$ cat src/rtl/user_insn_dispatch.sv
// User-defined-instruction dispatcher: decodes the CPU opcode, forwards operands to one of
// NUM_UNITS execution units over req/ack, and returns the result with timeout/bad-unit errors.
module user_insn_dispatch #(
    parameter int NUM_UNITS = 4,
    parameter int TIMEOUT   = 255
) (
    input  logic                    clk,
    input  logic                    rst,
    input  logic                    user_valid,
    input  logic [10:0]             user_opcode,
    input  logic [31:0]             user_operand_0,
    input  logic [31:0]             user_operand_1,
    output logic [31:0]             user_result,
    output logic                    user_complete,
    output logic [NUM_UNITS-1:0]    unit_req,
    output logic [7:0]              unit_op,
    output logic [31:0]             unit_a,
    output logic [31:0]             unit_b,
    input  logic [NUM_UNITS-1:0]    unit_ack,
    input  logic [NUM_UNITS*32-1:0] unit_rdata,
    output logic [1:0]              err_status,
    output logic                    err_irq_n
);

    typedef enum logic [1:0] {IDLE, REQ, RESP, WAIT_DROP} state_t;

    state_t                state_reg, state_next;
    logic [2:0]            idx_reg;
    logic [15:0]           count_reg;
    logic [1:0]            err_reg;
    logic [31:0]           result_reg;
    logic [7:0]            op_reg;
    logic [31:0]           a_reg, b_reg;

    logic [2:0]            req_idx;
    logic                  idx_ok, is_clear;
    logic [NUM_UNITS-1:0]  sel_onehot;
    logic [31:0]           rdata_masked [NUM_UNITS];
    logic [31:0]           rdata_sel;
    logic                  ack_hit, timeout_hit;

    assign req_idx  = user_opcode[10:8];
    assign idx_ok   = int'(req_idx) < NUM_UNITS;
    assign is_clear = (req_idx == 3'd7) && (user_opcode[7:0] == 8'hFF);

    // Only the latched unit's ack/rdata can reach the FSM; everything else is masked off.
    generate
        for (genvar gi = 0; gi < NUM_UNITS; gi++) begin : g_unit
            assign sel_onehot[gi]   = (idx_reg == 3'(gi));
            assign rdata_masked[gi] = unit_rdata[32*gi +: 32] & {32{sel_onehot[gi]}};
        end
    endgenerate

    always_comb begin
        rdata_sel = '0;
        for (int i = 0; i < NUM_UNITS; i++) begin
            rdata_sel = rdata_sel | rdata_masked[i];
        end
    end

    assign ack_hit     = |(unit_ack & sel_onehot);
    assign timeout_hit = (count_reg == 16'(TIMEOUT - 1));

    always_comb begin
        state_next = state_reg;
        case (state_reg)
            IDLE:      if (user_valid) state_next = idx_ok ? REQ : RESP;
            REQ:       if (ack_hit || timeout_hit) state_next = RESP;
            RESP:      state_next = WAIT_DROP;
            WAIT_DROP: if (!user_valid) state_next = IDLE;
            default:   state_next = IDLE;
        endcase
    end

    always_ff @(posedge clk) begin
        if (rst) begin
            state_reg  <= IDLE;
            idx_reg    <= '0;
            count_reg  <= '0;
            err_reg    <= '0;
            result_reg <= '0;
            op_reg     <= '0;
            a_reg      <= '0;
            b_reg      <= '0;
        end else begin
            state_reg <= state_next;
            case (state_reg)
                IDLE: begin
                    if (user_valid) begin
                        if (idx_ok) begin
                            idx_reg   <= req_idx;
                            op_reg    <= user_opcode[7:0];
                            a_reg     <= user_operand_0;
                            b_reg     <= user_operand_1;
                            count_reg <= '0;
                        end else if (is_clear) begin
                            result_reg <= {30'b0, err_reg};
                            err_reg    <= 2'b00;
                        end else begin
                            result_reg <= '0;
                            err_reg[1] <= 1'b1;
                        end
                    end
                end
                REQ: begin
                    count_reg <= count_reg + 16'd1;
                    // An ack arriving on the timeout edge still counts as success.
                    if (ack_hit) begin
                        result_reg <= rdata_sel;
                    end else if (timeout_hit) begin
                        result_reg <= 32'hFFFF_FFFF;
                        err_reg[0] <= 1'b1;
                    end
                end
                default: ;
            endcase
        end
    end

    assign unit_req      = (state_reg == REQ) ? sel_onehot : '0;
    assign user_complete = (state_reg == RESP);
    assign user_result   = result_reg;
    assign unit_op       = op_reg;
    assign unit_a        = a_reg;
    assign unit_b        = b_reg;
    assign err_status    = err_reg;
    assign err_irq_n     = ~|err_reg;

endmodule

$ cat config.mk
export PLATFORM = sky130hd
export DESIGN_NAME = user_insn_dispatch
export DESIGN_NICKNAME = d
export VERILOG_FILES = /design/src/rtl/user_insn_dispatch.sv
export SDC_FILE = /design/constraint.sdc
export NUM_CORES = 1
export LEC_CHECK = 0
export ABC_CLOCK_PERIOD_IN_PS = 2350
export CORE_AREA = 4 4 149 151
export CTS_CLUSTER_SIZE = 20
export DETAILED_ROUTE_END_ITERATION = 10
export DIE_AREA = 0 0 153 155
export PLACE_DENSITY = 0.59
export SYNTH_ARGS = -nofsm -noshare
export SYNTH_HDL_FRONTEND = slang
export SYNTH_SLANG_ARGS = --single-unit
export TNS_END_PERCENT = 30
$ cat constraint.sdc
create_clock -name clk -period 2.35 [get_ports clk]
set_input_delay 0.235 -clock clk [delete_from_list [all_inputs] [get_ports clk]]
set_output_delay 0.235 -clock clk [all_outputs]
set_load 0.03 [all_outputs]
==> results of run 1 <==
## synthesized netlist by cell type, types with 2 or more instances
master and n:
o221ai_1 2, nor4_1 4, buf_2 6, o21ai_0 33, nand4_1 4, mux4_2 32, ha_1 6, a21oi_1 83
and3_1 3, a311oi_1 2, o31ai_1 7, a41o_1 2, mux2i_1 38, o211ai_1 3, dfxtp_1 127, inv_1 9
nor2_1 16, buf_4 5, buf_1 6, nand3_1 6, or3_1 2, o21ai_2 2, and2_1 2, buf_6 2
a211oi_1 2, clkbuf_1 33, buf_12 3, nand3b_1 3, xor2_1 5, or4_1 7, nor2b_1 34, nand2_1 184
## worst register-to-register path: stages (launching register included)
cell and delay, ns:
dfxtp_1 0.37, inv_1 0.10, ha_1 0.21, buf_4 0.18, nor2b_1 0.14, buf_4 0.17
nor2b_1 0.15, a31o_2 0.24, buf_12 0.23, mux2i_1 0.22
## per-stage QoR
step | cell area, µm² | util (%) | power [µW] | hold slack [ns] | instances
after detailed placement | 9610 | 46.2 | 5480 | 0.446 | 1248
after global placement | 9610 | 46.2 | 5480 | 0.441 | 1248
after global routing | 10200 | 48.8 | 8270 | 0.356 | 1280
final | 10200 | 48.8 | 7850 | 0.329 | 1280
after floorplan | 6150 | - | 4360 | 0.371 | 689
after CTS | 10200 | 48.8 | 7980 | 0.318 | 1280
## cell families (layout without fill, tap and decap cells)
logic type / after synthesis / in the layout
and+or+nand+nor: 270 / 270
AOI/OAI and AO/OA: 144 / 144
DFF: 127 / 127
muxes: 72 / 72
buffers and inverters: 65 / 381
adders and majority gates: 6 / 6
xor gates and xnor gates: 5 / 5
## cells in the final DEF (no fill, tap or decap), types with 2 or more instances in the layout
| cell type | synthesis | final |
|---|---|---|
| or4_1 | 7 | 7 |
| clkdlybuf4s50_1 | 0 | 316 |
| and2_1 | 2 | 2 |
| dfxtp_1 | 127 | 125 |
| o21ai_2 | 2 | 2 |
| nor4_1 | 4 | 4 |
| nor2_1 | 16 | 16 |
| buf_4 | 5 | 13 |
| clkbuf_16 | 0 | 17 |
| dfxtp_2 | 0 | 2 |
| mux4_2 | 32 | 32 |
| ha_1 | 6 | 6 |
| xor2_1 | 5 | 5 |
| nor2b_1 | 34 | 33 |
| and3_1 | 3 | 3 |
| a21oi_1 | 83 | 83 |
| o21ai_0 | 33 | 33 |
| nand3_1 | 6 | 6 |
| or3_1 | 2 | 2 |
| clkinvlp_4 | 0 | 3 |
| o221ai_1 | 2 | 2 |
| dlygate4sd2_1 | 0 | 4 |
| inv_6 | 0 | 2 |
| buf_12 | 3 | 5 |
| inv_1 | 9 | 9 |
| clkinv_4 | 0 | 3 |
| a211oi_1 | 2 | 2 |
| o211ai_1 | 3 | 3 |
| nand3b_1 | 3 | 3 |
| nand2_1 | 184 | 184 |
| mux2i_1 | 38 | 38 |
| o31ai_1 | 7 | 7 |
| a311oi_1 | 2 | 2 |
| a41o_1 | 2 | 2 |
| nand4_1 | 4 | 4 |
| clkinv_2 | 0 | 4 |
| clkbuf_8 | 0 | 3 |
## layout make-up
class	count	area (µm²)	area share, %
clock buffer	20	467	4.59
clock inverter	12	86.3	0.850
inverter	10	37.5	0.370
multi-input combinational	497	3280	32.3
sequential	127	2540	25.1
tap	275	344	3.39
timing repair buffer	339	3400	33.5
## power groups by stage
| stage | sequential [µW] | combinational [µW] | clock, µW |
|---|---|---|---|
| final | 2560 | 2850 | 2440 |
| after global routing | 2590 | 3070 | 2620 |
| after CTS | 2560 | 2890 | 2530 |
| after detailed placement | 2610 | 2880 | 0 |
| after global placement | 2600 | 2880 | 0 |
| after floorplan | 2990 | 1370 | 0 |
## repair_timing
item / 4_1_cts / 5_1_grt
setup endpoints to repair: 4 / 0
buffers inserted: 0 / 0
gates resized for setup: 4 / 0
endpoints found under the hold margin: 0 / 0
## routing by layer
layer	GRT usage [%]	share of wire (%)	up-vias
met3	7.82	9.1	22
met4	5.30	1.3	4
met5	0	0.12	-
met2	30.6	48	233
li1	-	-	3006
met1	21.0	41	2867
## worst max-delay path by stage
stage	from	endpoint	slack [ns]
after global placement	state_reg[1]$_SDFFE_PP0P_	unit_req[2]	0.33
after global routing	state_reg[1]$_SDFFE_PP0P_	unit_req[0]	0.03
after CTS	state_reg[1]$_SDFFE_PP0P_	unit_req[0]	0.13
after detailed placement	state_reg[1]$_SDFFE_PP0P_	unit_req[0]	0.30
final	state_reg[1]$_SDFFE_PP0P_	unit_req[0]	0.16
after floorplan	state_reg[0]$_SDFFE_PP0P_	count_reg[13]$_SDFFE_PP0P_	0.51
==> flow_metrics.env, run 1 <==
export IMPL_cap_violations=0
export IMPL_synth_area_um2=6150
export IMPL_fillers=2001
export IMPL_synth_top_family_by_area="simple AND/OR/NAND/NOR gates"
export IMPL_holdPathStages=4
export IMPL_wl_mm=22.3
export IMPL_skew_ns=0.00582
export IMPL_antenna_cells=0
export IMPL_dp_slack_ns=0.302
export IMPL_maxSlewHeadroom_pct=65.2
export IMPL_grt_first_pass_wirelength_mm=33.9
export IMPL_synth_edff_count=0
export IMPL_ys_seq_elements=127
export IMPL_synth_compound_area_share_pct=13.4
export IMPL_crit_arrival_ns=1.96
export IMPL_synth_adder_area_share_pct=1.22
export IMPL_irDropWorstVdd_mv=0.458
export IMPL_yosys_area_share_simple_pct=19.6
export IMPL_tns_ns=0
export IMPL_r2r_start="state_reg[1]$_SDFFE_PP0P_"
export IMPL_grt_util_all_layers_pct=18.1
export IMPL_slew_violations=0
export IMPL_cts_made_buffers=17
export IMPL_crit_type="flip-flop to primary output"
export IMPL_cp_cell_sequence="inv_1, ha_1, or3b_1, nor2_1, dlygate4sd2_1"
export IMPL_rsz0062_at_grt="no"
export IMPL_layout_nets=1208
export IMPL_clkTransAtPathRegs_ns=0.06
export IMPL_holdCritPathClass="input pin to flip-flop"
export IMPL_crit_path_max_fanout=4
export IMPL_path_delay_family="buffers and inverters"
export IMPL_seqPwrFrac_pct=32.6
export IMPL_worst_pin_slew_ns=0.521
export IMPL_synth_area_per_cell_um2=8.93
export IMPL_vias=6132
export IMPL_io_pin_count=322
export IMPL_drt_initial_drc_count=214
export IMPL_core_area_um2=20800
export IMPL_combPwrFrac_pct=36.3
export IMPL_r2r_end="user_result[18]$_SDFFE_PP0P_"
export IMPL_clock_latency_ns=0.41
export IMPL_wl_per_cell_um=17.5
export IMPL_clock_power_share_pct=31.1
export IMPL_synthXorXnorAreaFrac_pct=0.712
export IMPL_min_period_over_period_pct=93.3
export IMPL_holdPathEnd="user_result[0]$_SDFFE_PP0P_"
export IMPL_power_density_nw_per_um2=773
export IMPL_fp_dieH_um=155
export IMPL_drt_pre_antenna_iters=5
export IMPL_grt_max_degree=49
export IMPL_min_from="rst"
export IMPL_ant_nets=0
export IMPL_gr_total_overflow=0
export IMPL_yosysTopAreaCellShare_pct=41.3
export IMPL_drive_above_1_share_pct=9.35
export IMPL_seq_area_frac_synth_pct=41.3
export IMPL_cp_depth=5
export IMPL_fin_ws_ns=0.156
export IMPL_yosys_top_cells_area="dfxtp_1, mux4_2, nand2_1"
export IMPL_ff2ff_path_depth=9
export IMPL_dieArea_um2=23700
export IMPL_critPathRequiredTime_ns=2.12
export IMPL_fp_row_count=53
export IMPL_synth_distinct_cells=48
export IMPL_cts_hold_buffers_added=0
export IMPL_power_switching_uw=2670
export IMPL_portBuffers=321
export IMPL_cts_max_level=4
export IMPL_slowest_delay_ns=0.41
export IMPL_async_reset_ff_share_pct=0
export IMPL_critPathBufInv=2
export IMPL_cp_start_kind="flip-flop"
export IMPL_clock_fmax_mhz=456
export IMPL_yosys_area_top_type="dfxtp_1"
export IMPL_cts_sinks=127
export IMPL_crit_path_end_kind="primary output"
export IMPL_ys_flop_type="dfxtp_1"
export IMPL_syn_nets=905
export IMPL_drc=0
export IMPL_start_util_pct=29.5
export IMPL_rrSetupSlack_ns=0.29
export IMPL_grt_pass1_vias=5889
export IMPL_gp_congestion=0.804
export IMPL_synthCells=689
export IMPL_cts_buffer_depth=2
export IMPL_p_leak_uw=0.00371
export IMPL_finalCriticalPeriod_ns=2.19
export IMPL_swShare_pct=34.0
export IMPL_synth_warnings=0
export IMPL_clock_tree_root_cell="clkbuf_16"
export IMPL_dpl_hpwl_mm=16.8
export IMPL_areaGrowthSynthToFinish_pct=65.2
export IMPL_cpMaxStageDelayCell="or3b_1"
export IMPL_status="complete, no violations"
export IMPL_vias_per_cell=4.79
export IMPL_setup_violations=0
export IMPL_die_w_um=153
export IMPL_cts_tree="yes"
export IMPL_synth_mux_area_share_pct=18.3
export IMPL_finalHoldViolCount=0
export IMPL_p_int_uw=5180
export IMPL_antenna_found_initial=2
No activity file was read; power rests on OpenSTA's default activity.
==> inputs of run 2 (changes only) <==
- ABC_AREA: default -> 0
- CORE_AREA: 4 4 149 151 -> 10 10 155 157
- CTS_CLUSTER_SIZE: 20 -> 40
- DIE_AREA: 0 0 153 155 -> 0 0 165 167
==> run 2 against run 1 <==
  * Sequential power about the same
  * Non-clock buffer count unchanged
  * Die area up 16%
  * Clock skew up 0.0014 ns
  * First-iteration DRC count up 27%
  * Critical path type unchanged
==> flow_metrics.env, run 2 (synthesis gave the netlist of run 1 again) <==
export IMPL_status="complete, no violations"
export IMPL_cts_sinks=127
export IMPL_cap_violations=0
export IMPL_worst_pin_slew_ns=0.739
export IMPL_fp_dieH_um=167
export IMPL_die_w_um=165
export IMPL_fin_ws_ns=0.174
export IMPL_finalHoldViolCount=0
export IMPL_seqPwrFrac_pct=30.8
export IMPL_start_util_pct=29.5
export IMPL_grt_pass1_vias=6135
export IMPL_cts_tree="yes"
export IMPL_combPwrFrac_pct=34.4
export IMPL_tns_ns=0
export IMPL_clkTransAtPathRegs_ns=0.06
export IMPL_path_delay_family="simple AND/OR/NAND/NOR gates"
export IMPL_dpl_cell_area_um2=9600
export IMPL_core_area_um2=20800
export IMPL_wl_per_cell_um=18.9
export IMPL_dieArea_um2=27600
export IMPL_irDropWorstVdd_mv=0.466
export IMPL_wl_mm=24.2
export IMPL_portBuffers=321
export IMPL_cp_cell_sequence="inv_1, ha_1, or3b_1, nor2_1, dlygate4sd2_1"
export IMPL_crit_type="flip-flop to primary output"
export IMPL_dpl_hpwl_mm=18.7
export IMPL_drive_above_1_share_pct=9.35
export IMPL_finalCriticalPeriod_ns=2.18
export IMPL_drt_pre_antenna_iters=4
export IMPL_antenna_found_initial=5
export IMPL_cts_buffer_depth=2
export IMPL_p_int_uw=5610
export IMPL_crit_path_max_fanout=4
export IMPL_ant_nets=0
export IMPL_areaGrowthSynthToFinish_pct=66.5
export IMPL_stdcell_count=1281
export IMPL_clock_tree_root_cell="clkbuf_16"
export IMPL_crit_path_end_kind="primary output"
export IMPL_setup_violations=0
export IMPL_crit_arrival_ns=1.94
export IMPL_p_leak_uw=0.00375
export IMPL_hold_ws_ns=0.242
export IMPL_gr_total_overflow=0
export IMPL_holdCritPathClass="input pin to flip-flop"
export IMPL_io_pin_count=322
export IMPL_clock_power_share_pct=34.8
export IMPL_dp_slack_ns=0.254
export IMPL_critPathBufInv=2
export IMPL_slew_violations=0
export IMPL_final_cell_mix="clkdlybuf4s50_1, nand2_1, dfxtp_1"
export IMPL_skew_ns=0.00719
export IMPL_cp_start_kind="flip-flop"
export IMPL_critPathRequiredTime_ns=2.12
export IMPL_power_density_nw_per_um2=809
export IMPL_grt_first_pass_wirelength_mm=36.8
export IMPL_rsz0062_at_grt="no"
export IMPL_maxSlewHeadroom_pct=50.7
export IMPL_swShare_pct=32.3
export IMPL_power_switching_uw=2670
export IMPL_gp_congestion=0.838
export IMPL_min_period_over_period_pct=92.6
export IMPL_cts_max_level=4
export IMPL_drt_initial_drc_count=272
export IMPL_final_area_um2=10200
export IMPL_fillers=2041
export IMPL_layout_nets=1208
export IMPL_cpMaxStageDelayCell="or3b_1"
export IMPL_drc=0
export IMPL_grt_max_degree=68
export IMPL_dp_cells=1248
export IMPL_vias_per_cell=4.78
export IMPL_vias=6117
export IMPL_cts_hold_buffers_added=0
export IMPL_final_common_cell="clkdlybuf4s50_1"
export IMPL_clock_fmax_mhz=460
export IMPL_fp_row_count=53
export IMPL_slowest_delay_ns=0.42
export IMPL_cts_made_buffers=17
export IMPL_clock_latency_ns=0.41
export IMPL_grt_util_all_layers_pct=17.0
-- run 2: final timing paths --
kind                             startpoint                      end  slack [ns]  cells after the start
setup / recovery  state_reg[1]$_SDFFE_PP0P_              unit_req[0]        0.17                      5
hold / removal                          rst  idx_reg[1]$_SDFFE_PP0P_        0.24                      3
setup reg to reg  state_reg[0]$_SDFFE_PP0P_   unit_a[8]$_SDFFE_PP0P_        0.26                      7
hold reg to reg     unit_b[24]$_SDFFE_PP0P_  unit_b[24]$_SDFFE_PP0P_        0.45                      2
-- run 2: stage by stage --
step           power (µW)  util, %
2_1_floorplan        4360        -
3_3_place_gp         5480     46.1
3_5_place_dp         5490     46.1
4_1_cts              8410     49.2
5_1_grt              8730     49.2
6_report             8280     49.2
-- run 2: what timing repair did --
action                     in CTS  in global routing
setup buffers                   0                  0
setup endpoints to repair       4                  0
gates resized for setup         4                  0
-- run 2: area by class of cell --
| type | instances | area, µm² | area share [%] |
|---|---|---|---|
| Inverter | 10 | 37.5 | 0.367 |
| Multi-Input combinational cell | 497 | 3280 | 32.0 |
| Tap cell | 275 | 344 | 3.36 |
| Clock inverter | 15 | 218 | 2.13 |
| Antenna cell | 1 | 2.50 | 0.0244 |
| Clock buffer | 17 | 425 | 4.15 |
| Timing Repair Buffer | 339 | 3390 | 33.1 |
| Sequential cell | 127 | 2540 | 24.9 |
-- run 2: per-layer routing --
layer	part of all wire, %	GRT usage [%]	vias up	routed length, µm
li1	-	-	3008	-
met4	0.81	4.39	8	195
met2	46	27.0	249	11200
met3	12	8.58	18	2840
met1	41	19.7	2834	9880
met5	0.26	0	-	64
-- run 2: tightest hold or removal path, stage by stage --
cell and delay, ns:
buf_2 0.11, buf_4 0.21, a21oi_1 0.05
-- run 2: power groups by stage --
| stage | registers, µW | clock network (µW) | logic (µW) |
|---|---|---|---|
| after floorplan | 2990 | 0 | 1370 |
| after global placement | 2590 | 0 | 2890 |
| after detailed placement | 2600 | 0 | 2880 |
| after CTS | 2560 | 2960 | 2890 |
| after global routing | 2590 | 3080 | 3070 |
| final | 2550 | 2880 | 2850 |
